[src/rtl/fpga_robots_game_sertx_arb.sv]
// Two-requester round-robin arbiter feeding a baud-paced serial transmitter.
// A granted byte is framed as start bit, eight data bits LSB first, then one
// or two stop bits, each held for one baud1 interval on a flop-driven txd.
module fpga_robots_game_sertx_arb #(
    parameter int STOP_BITS = 1
) (
    input  logic       clk,
    input  logic       rst,
    input  logic       baud1,
    input  logic       req0_valid,
    input  logic [7:0] req0_data,
    output logic       req0_ready,
    input  logic       req1_valid,
    input  logic [7:0] req1_data,
    output logic       req1_ready,
    output logic       txd,
    output logic       busy,
    output logic       last_grant
);

    typedef enum logic [2:0] {
        IDLE,
        WAIT,
        START,
        DATA,
        STOP
    } state_t;

    // Stop counter value that ends the frame; only one or two stop bits exist,
    // so a single-bit counter is enough.
    localparam logic STOP_LAST = (STOP_BITS == 2) ? 1'b1 : 1'b0;

    state_t     state_q, state_d;
    logic [7:0] shift_q, shift_d;
    logic [2:0] bitCnt_q, bitCnt_d;
    logic       stopCnt_q, stopCnt_d;
    logic       txd_q, txd_d;
    logic       lastGrant_q, lastGrant_d;
    logic       grantIdx;
    logic       accept;

    // Arbitration: a lone requester wins; with both pending, the one that did
    // not win last time goes next. Ready is only offered while idle.
    always_comb begin
        grantIdx = 1'b0;
        if (req0_valid && req1_valid) begin
            grantIdx = ~lastGrant_q;
        end else if (req1_valid) begin
            grantIdx = 1'b1;
        end
        accept     = (state_q == IDLE) && (req0_valid || req1_valid);
        req0_ready = accept && !grantIdx;
        req1_ready = accept && grantIdx;
    end

    // Frame sequencing. Every step after acceptance waits for baud1, so a
    // pulse landing in the acceptance cycle is simply not looked at.
    always_comb begin
        state_d     = state_q;
        shift_d     = shift_q;
        bitCnt_d    = bitCnt_q;
        stopCnt_d   = stopCnt_q;
        txd_d       = txd_q;
        lastGrant_d = lastGrant_q;
        case (state_q)
            IDLE: begin
                if (accept) begin
                    shift_d     = grantIdx ? req1_data : req0_data;
                    lastGrant_d = grantIdx;
                    state_d     = WAIT;
                end
            end
            WAIT: begin
                if (baud1) begin
                    txd_d   = 1'b0;
                    state_d = START;
                end
            end
            START: begin
                if (baud1) begin
                    txd_d    = shift_q[0];
                    bitCnt_d = 3'd0;
                    state_d  = DATA;
                end
            end
            DATA: begin
                if (baud1) begin
                    if (bitCnt_q != 3'd7) begin
                        shift_d  = {1'b0, shift_q[7:1]};
                        txd_d    = shift_q[1];
                        bitCnt_d = bitCnt_q + 3'd1;
                    end else begin
                        txd_d     = 1'b1;
                        stopCnt_d = 1'b0;
                        state_d   = STOP;
                    end
                end
            end
            STOP: begin
                if (baud1) begin
                    if (stopCnt_q == STOP_LAST) begin
                        state_d = IDLE;
                    end else begin
                        stopCnt_d = stopCnt_q + 1'b1;
                    end
                end
            end
            default: begin
                state_d = IDLE;
            end
        endcase
    end

    // State register; reset drops the line to idle-high immediately and
    // primes last_grant so requester 0 wins the first contest.
    always_ff @(posedge clk or posedge rst) begin
        if (rst) begin
            state_q     <= IDLE;
            shift_q     <= 8'd0;
            bitCnt_q    <= 3'd0;
            stopCnt_q   <= 1'b0;
            txd_q       <= 1'b1;
            lastGrant_q <= 1'b1;
        end else begin
            state_q     <= state_d;
            shift_q     <= shift_d;
            bitCnt_q    <= bitCnt_d;
            stopCnt_q   <= stopCnt_d;
            txd_q       <= txd_d;
            lastGrant_q <= lastGrant_d;
        end
    end

    assign txd        = txd_q;
    assign busy       = (state_q != IDLE);
    assign last_grant = lastGrant_q;

endmodule
[config.mk]
export PLATFORM = sky130hd
export DESIGN_NAME = fpga_robots_game_sertx_arb
export DESIGN_NICKNAME = d
export VERILOG_FILES = /design/src/rtl/fpga_robots_game_sertx_arb.sv
export SDC_FILE = /design/constraint.sdc
export NUM_CORES = 1
export LEC_CHECK = 0
export ABC_AREA = 1
export BUFFER_PORTS_ARGS = -buffer_cell sky130_fd_sc_hd__buf_4
export CORE_UTILIZATION = 40
export CTS_CLUSTER_SIZE = 16
export DETAILED_ROUTE_END_ITERATION = 10
export GPL_ROUTABILITY_DRIVEN = 0
export GPL_TIMING_DRIVEN = 1
export PLACE_DENSITY = 0.66
export SLEW_MARGIN = 15
export SYNTH_ARGS = -nofsm -noshare
export SYNTH_HDL_FRONTEND = slang
export SYNTH_SLANG_ARGS = --single-unit
[constraint.sdc]
create_clock -name clk -period 2 [get_ports clk]
set_clock_uncertainty 0.15 [all_clocks]
set_input_delay 0.3 -clock clk [delete_from_list [all_inputs] [get_ports clk]]
set_output_delay 0.3 -clock clk [all_outputs]
set_load 0.1 [all_outputs]
=== Yosys cells after proc, flatten, opt, wreduce, memory -nomap -nowiden ===
Cells that the tools add are included.

* $add $sub $neg: 2
* Equal/unequal tests: 13
* Multiplexer cells: 29
* Bitwise operators: 1
* Reduce and logical (&&, ||, !) cells: 18

{| class="wikitable"
|+ Operators with widths
! operator !! number
|-
| two-way mux 8 bit || 4
|-
| two-way mux 3 bit || 10
|-
| != test 2 bit (second input constant) || 8
|-
| case mux 8 bit (2 select lines) || 1
|-
| AND reduction 4 bit || 4
|-
| case mux 3 bit (5 select lines) || 1
|-
| two-way mux 1 bit || 10
|-
| AND reduction 7 bit || 1
|-
| == test 3 x 2 -> 1 bit (second input constant) || 2
|-
| case mux 3 bit (2 select lines) || 1
|-
| nonzero test 2 bit || 3
|-
| nonzero test 3 bit || 2
|-
| logical AND 1 bit || 4
|-
| adder 3 x 1 -> 3 bit (second input constant) || 1
|-
| == test 3 x 1 -> 1 bit (second input constant) || 1
|-
| == test 3 bit (second input constant) || 1
|-
| zero test 3 bit || 1
|-
| != test 3 bit (second input constant) || 1
|-
| case mux 1 bit (3 select lines) || 1
|-
| case mux 1 bit (2 select lines) || 1
|-
| AND reduction 2 bit || 1
|-
| adder 1 bit (second input constant) || 1
|-
| zero test 1 bit || 1
|-
| logical OR 1 bit || 1
|-
| inverter 1 bit || 1
|}

* Register bits after elaboration: 17
* Bits of input ports: 21
* Output and inout port bits: 5
* Logic and storage cells: 69

=== Longest topological paths before layout ===
* Depth in word-level cells: 5
* Depth in mapped cells: 9
* Depth with buffers taken out: 9

=== Worst setup path before layout ===
OpenSTA, ideal clock, no wires.

* Path type: reg2out
* Start point: reg state_q[1]
* End point: out req0_ready
* Cell stages (with the launch flop): 7
* Buffers on the path: 1
* Arrival: 2790 ps
* Path slack: -1240 ps
* Required time: 1550 ps
* Cells stage by stage: dfrtp_1 buf_4 nor2_2 nand2_2 inv_2 o21ai_0 a21oi_1

* Word-level cells in the longest chain between the ends: 3

{| class="wikitable"
|+ RTL lines
! item !! line !! text
|-
| start: declaration || 33 || <nowiki>state_t state_q, state_d;</nowiki>
|-
| start signal: assignment || 125 || <nowiki>state_q <= state_d;</nowiki>
|-
| zero test 3 bit || 51 || <nowiki>accept = (state_q == IDLE) && (req0_valid || req1_valid);</nowiki>
|-
| logical AND 1 bit || 51 ||
|-
| logical AND 1 bit || 52 || <nowiki>req0_ready = accept && !grantIdx;</nowiki>
|-
| end: declaration || 12 || <nowiki>output logic req0_ready,</nowiki>
|}

No other way between the ends.

=== Worst setup path in the final report ===
Same ends and word-level chain as after synthesis.

==> results.md <==
- Initial Util: 42.6%
- Largest net degree at the start of global routing: 17
- Dpl hpwl: 1930 µm
- Slew @ Worst Pin: 0.619 ns
- Syn Area/Cell: 6.78 µm²
- PD cells: 1580 mW/mm²
- Hold Vio Cnt, Final: 0
- Post-route clock period utilization: 96.7%
- Synth async-reset ratio: 100%
- Most common cell in the netlist: nand2_1
- Clock Sinks: 16
- Max cap viols: 0
- Slew headroom: 58.7%
- Layout area overhead: 34.3%
- P_leak: 0.778 nW
- First-pass GRT wire length: 4280 µm
- Max VDD drop: 836 µV
- Hold Crit Endpoint: last_grant$_DFFE_PP1P_
- Worst Hold Class: in -> reg
- Initial antenna violation count: 0
- Worst Path Required: 1.55 ns
- Synth Net Count: 180
- WHS: 0.194 ns
- Final Instance Area: 0.00143 mm²
- Pre-CTS WS: 0.268 ns
- Placed standard-cell area: 0.00135 mm²
- CP startpoint kind: flop
- F_max: 517 MHz
- Area of the core: 0.00250 mm²
- CTS buffer count: 3
- Synth Instances: 157
- Min Tclk post-route: 1.93 ns
- Pre-Repair DR Iteration Count: 4
- Layout cell share with drive strength beyond 1: 29.3%
- Max-slew violation count: 0
- Die Area: 0.00287 mm²
- Synthesized cell area: 0.00106 mm²
- Root Buffer: clkbuf_4
- Routed vias: 1078
- Worst Hold Depth: 4
- H-tree depth: 1
- Synth warn: 0
- Diode count: 0
- Drt drc: 0
- Yosys top cell by area: dfrtp_1
- Hold Crit Start: req0_valid
- RSZ-0062 raised after global routing: no
- # IOs: 26
- Total power: 2.26 mW
- Final setup vio count: 0
- DIE WIDTH: 53.6 µm
- TritonCTS clock tree: done
- Clock Latency Late Sink: 0.29 ns
- FP Rows: 18
- Seq/Total Area, Yosys: 37.8%
- Synth cell count leaders: nand2_1 (71), dfrtp_1 (14), inv_1 (12)
- DIE HEIGHT: 53.6 µm
- Area contributors post-synth: dfrtp_1 (33%), nand2_1 (25%), nand3_1 (5.2%), dfstp_2 (4.9%), nand3b_1 (4.9%)
- RR Startpoint: bitCnt_q[0]$_DFFE_PP0P_
- Status: finished, final reports clean
- Worst-path clk slew: 0.10 ns
- GRT Overall Usage: 21.0%
- Crit. End Element: output port
- Final TNS setup: 0 ns
- Port bufs: 25
- Total grt overflow: 0
- Final #Nets: 212
- Critical path type: reg -> out
- Antenna-violating nets left: 0
- Max FO, Critical Path: 6
- Drt first-iter violations: 13
- Routed wire length: 2530 µm
- Post-synth top area share: 32.9%
- Vias in the first global route: 1013
- Worst r2r path cells: 9
- EDFF count, synth: 0
- Post-route worst setup slack: 0.0651 ns
- Post-DR vias/cell: 4.94
- Count of cell types in the netlist: 22
- Average routed wire per standard cell: 11.6 µm
- CP arrival: 1.48 ns
- Clock buffer depth: 2
- Worst r2r dst: shift_q[6]$_DFFE_PP0P_
- Most used DFF post-synth: dfrtp_1
- R2r setup slk: 0.33 ns
- Post-synthesis register bit count: 16
-- routing by layer --
metal	GRT usage, %	wire length [µm]	vias to the layer above
li1	-	-	558
met1	23.2	1120	502
met2	39.8	1330	13
met3	5.08	68	5
met4	5.26	19	0
met5	0	0	-
-- final cells by class --
cell class | instances | area (µm²)
clock buffer | 4 | 36.3
fill | 229 | 1070
inverter | 15 | 61.3
multi-input combinational | 122 | 638
sequential | 16 | 409
tap | 30 | 37.5
timing repair buffer | 31 | 248
-- per-stage QoR --
step,cells,util (%)
floorplan,157,-
global placement,210,53.9
detailed placement,210,53.9
CTS,215,56.1
global route,218,57.2
finish,218,57.2
-- sequential cells by signal, summed over array words and instances, names as in the netlist --
signal	cells
bitCnt_q	3
state_q	3
last_grant	1
shift_q	8
txd	1
-- cells in the final DEF, fill, tap and decap left out, drive strengths merged --
| master | netlist | final |
|---|---|---|
| nor2 | 10 | 10 |
| nand4 | 3 | 3 |
| a21oi | 2 | 2 |
| buf | 3 | 30 |
| dfstp | 2 | 2 |
| dlygate4sd3 | 0 | 1 |
| nand3b | 7 | 7 |
| o21ai | 8 | 8 |
| or2 | 1 | 1 |
| nand2 | 75 | 75 |
| ha | 2 | 2 |
| nand3 | 13 | 13 |
| inv | 15 | 15 |
| nor3 | 1 | 1 |
| dfrtp | 14 | 14 |
| clkbuf | 1 | 4 |
-- how the worst max path moves through the flow --
stage                                      start    endpoint  slack (ns)  cells past startpoint
after floorplan           state_q[0]$_DFFE_PP0P_  req0_ready      -0.007                      6
after global placement    state_q[0]$_DFFE_PP0P_  req0_ready        0.29                      6
after detailed placement  state_q[0]$_DFFE_PP0P_  req0_ready        0.27                      6
after CTS                 state_q[1]$_DFFE_PP0P_  req0_ready        0.01                      6
after global routing      state_q[1]$_DFFE_PP0P_  req0_ready       0.002                      6
final                     state_q[1]$_DFFE_PP0P_  req0_ready        0.07                      6
-- report_power, final --
group	total [mW]	switching, mW	internal (mW)
Clock	0.216	0.105	0.111
Combinational	1.43	0.977	0.453
Sequential	0.615	0.122	0.493
Total	2.26	1.20	1.06
-- worst max-delay path: stages, from the launching register on --
cell and delay (ns):
dfrtp_2 0.46, nor2_4 0.19, nand2_8 0.09, inv_6 0.07, o21ai_4 0.06, a21oi_4 0.14
buf_12 0.19
-- logic make-up (layout without fill, tap and decap cells) --
logic type,Yosys count,after routing,share of synthesized area (%)
simple gates,110,110,47.6
flops,16,16,37.8
buf+inv,19,50,7.52
fa+ha+maj,2,2,2.35
compound gates,10,10,4.70
-- what timing repair did --
| action | in CTS | in global routing |
|---|---|---|
| buffers inserted | 0 | 3 |
| pin swaps | 0 | 2 |
| endpoints found under the setup margin | 1 | 1 |
| cloned | 0 | 0 |
| endpoints found under the hold margin | 14 | 0 |
| hold buffers | 1 | 0 |
| gates resized for setup | 3 | 2 |
Note: power is estimated with default switching activity, not from simulation.
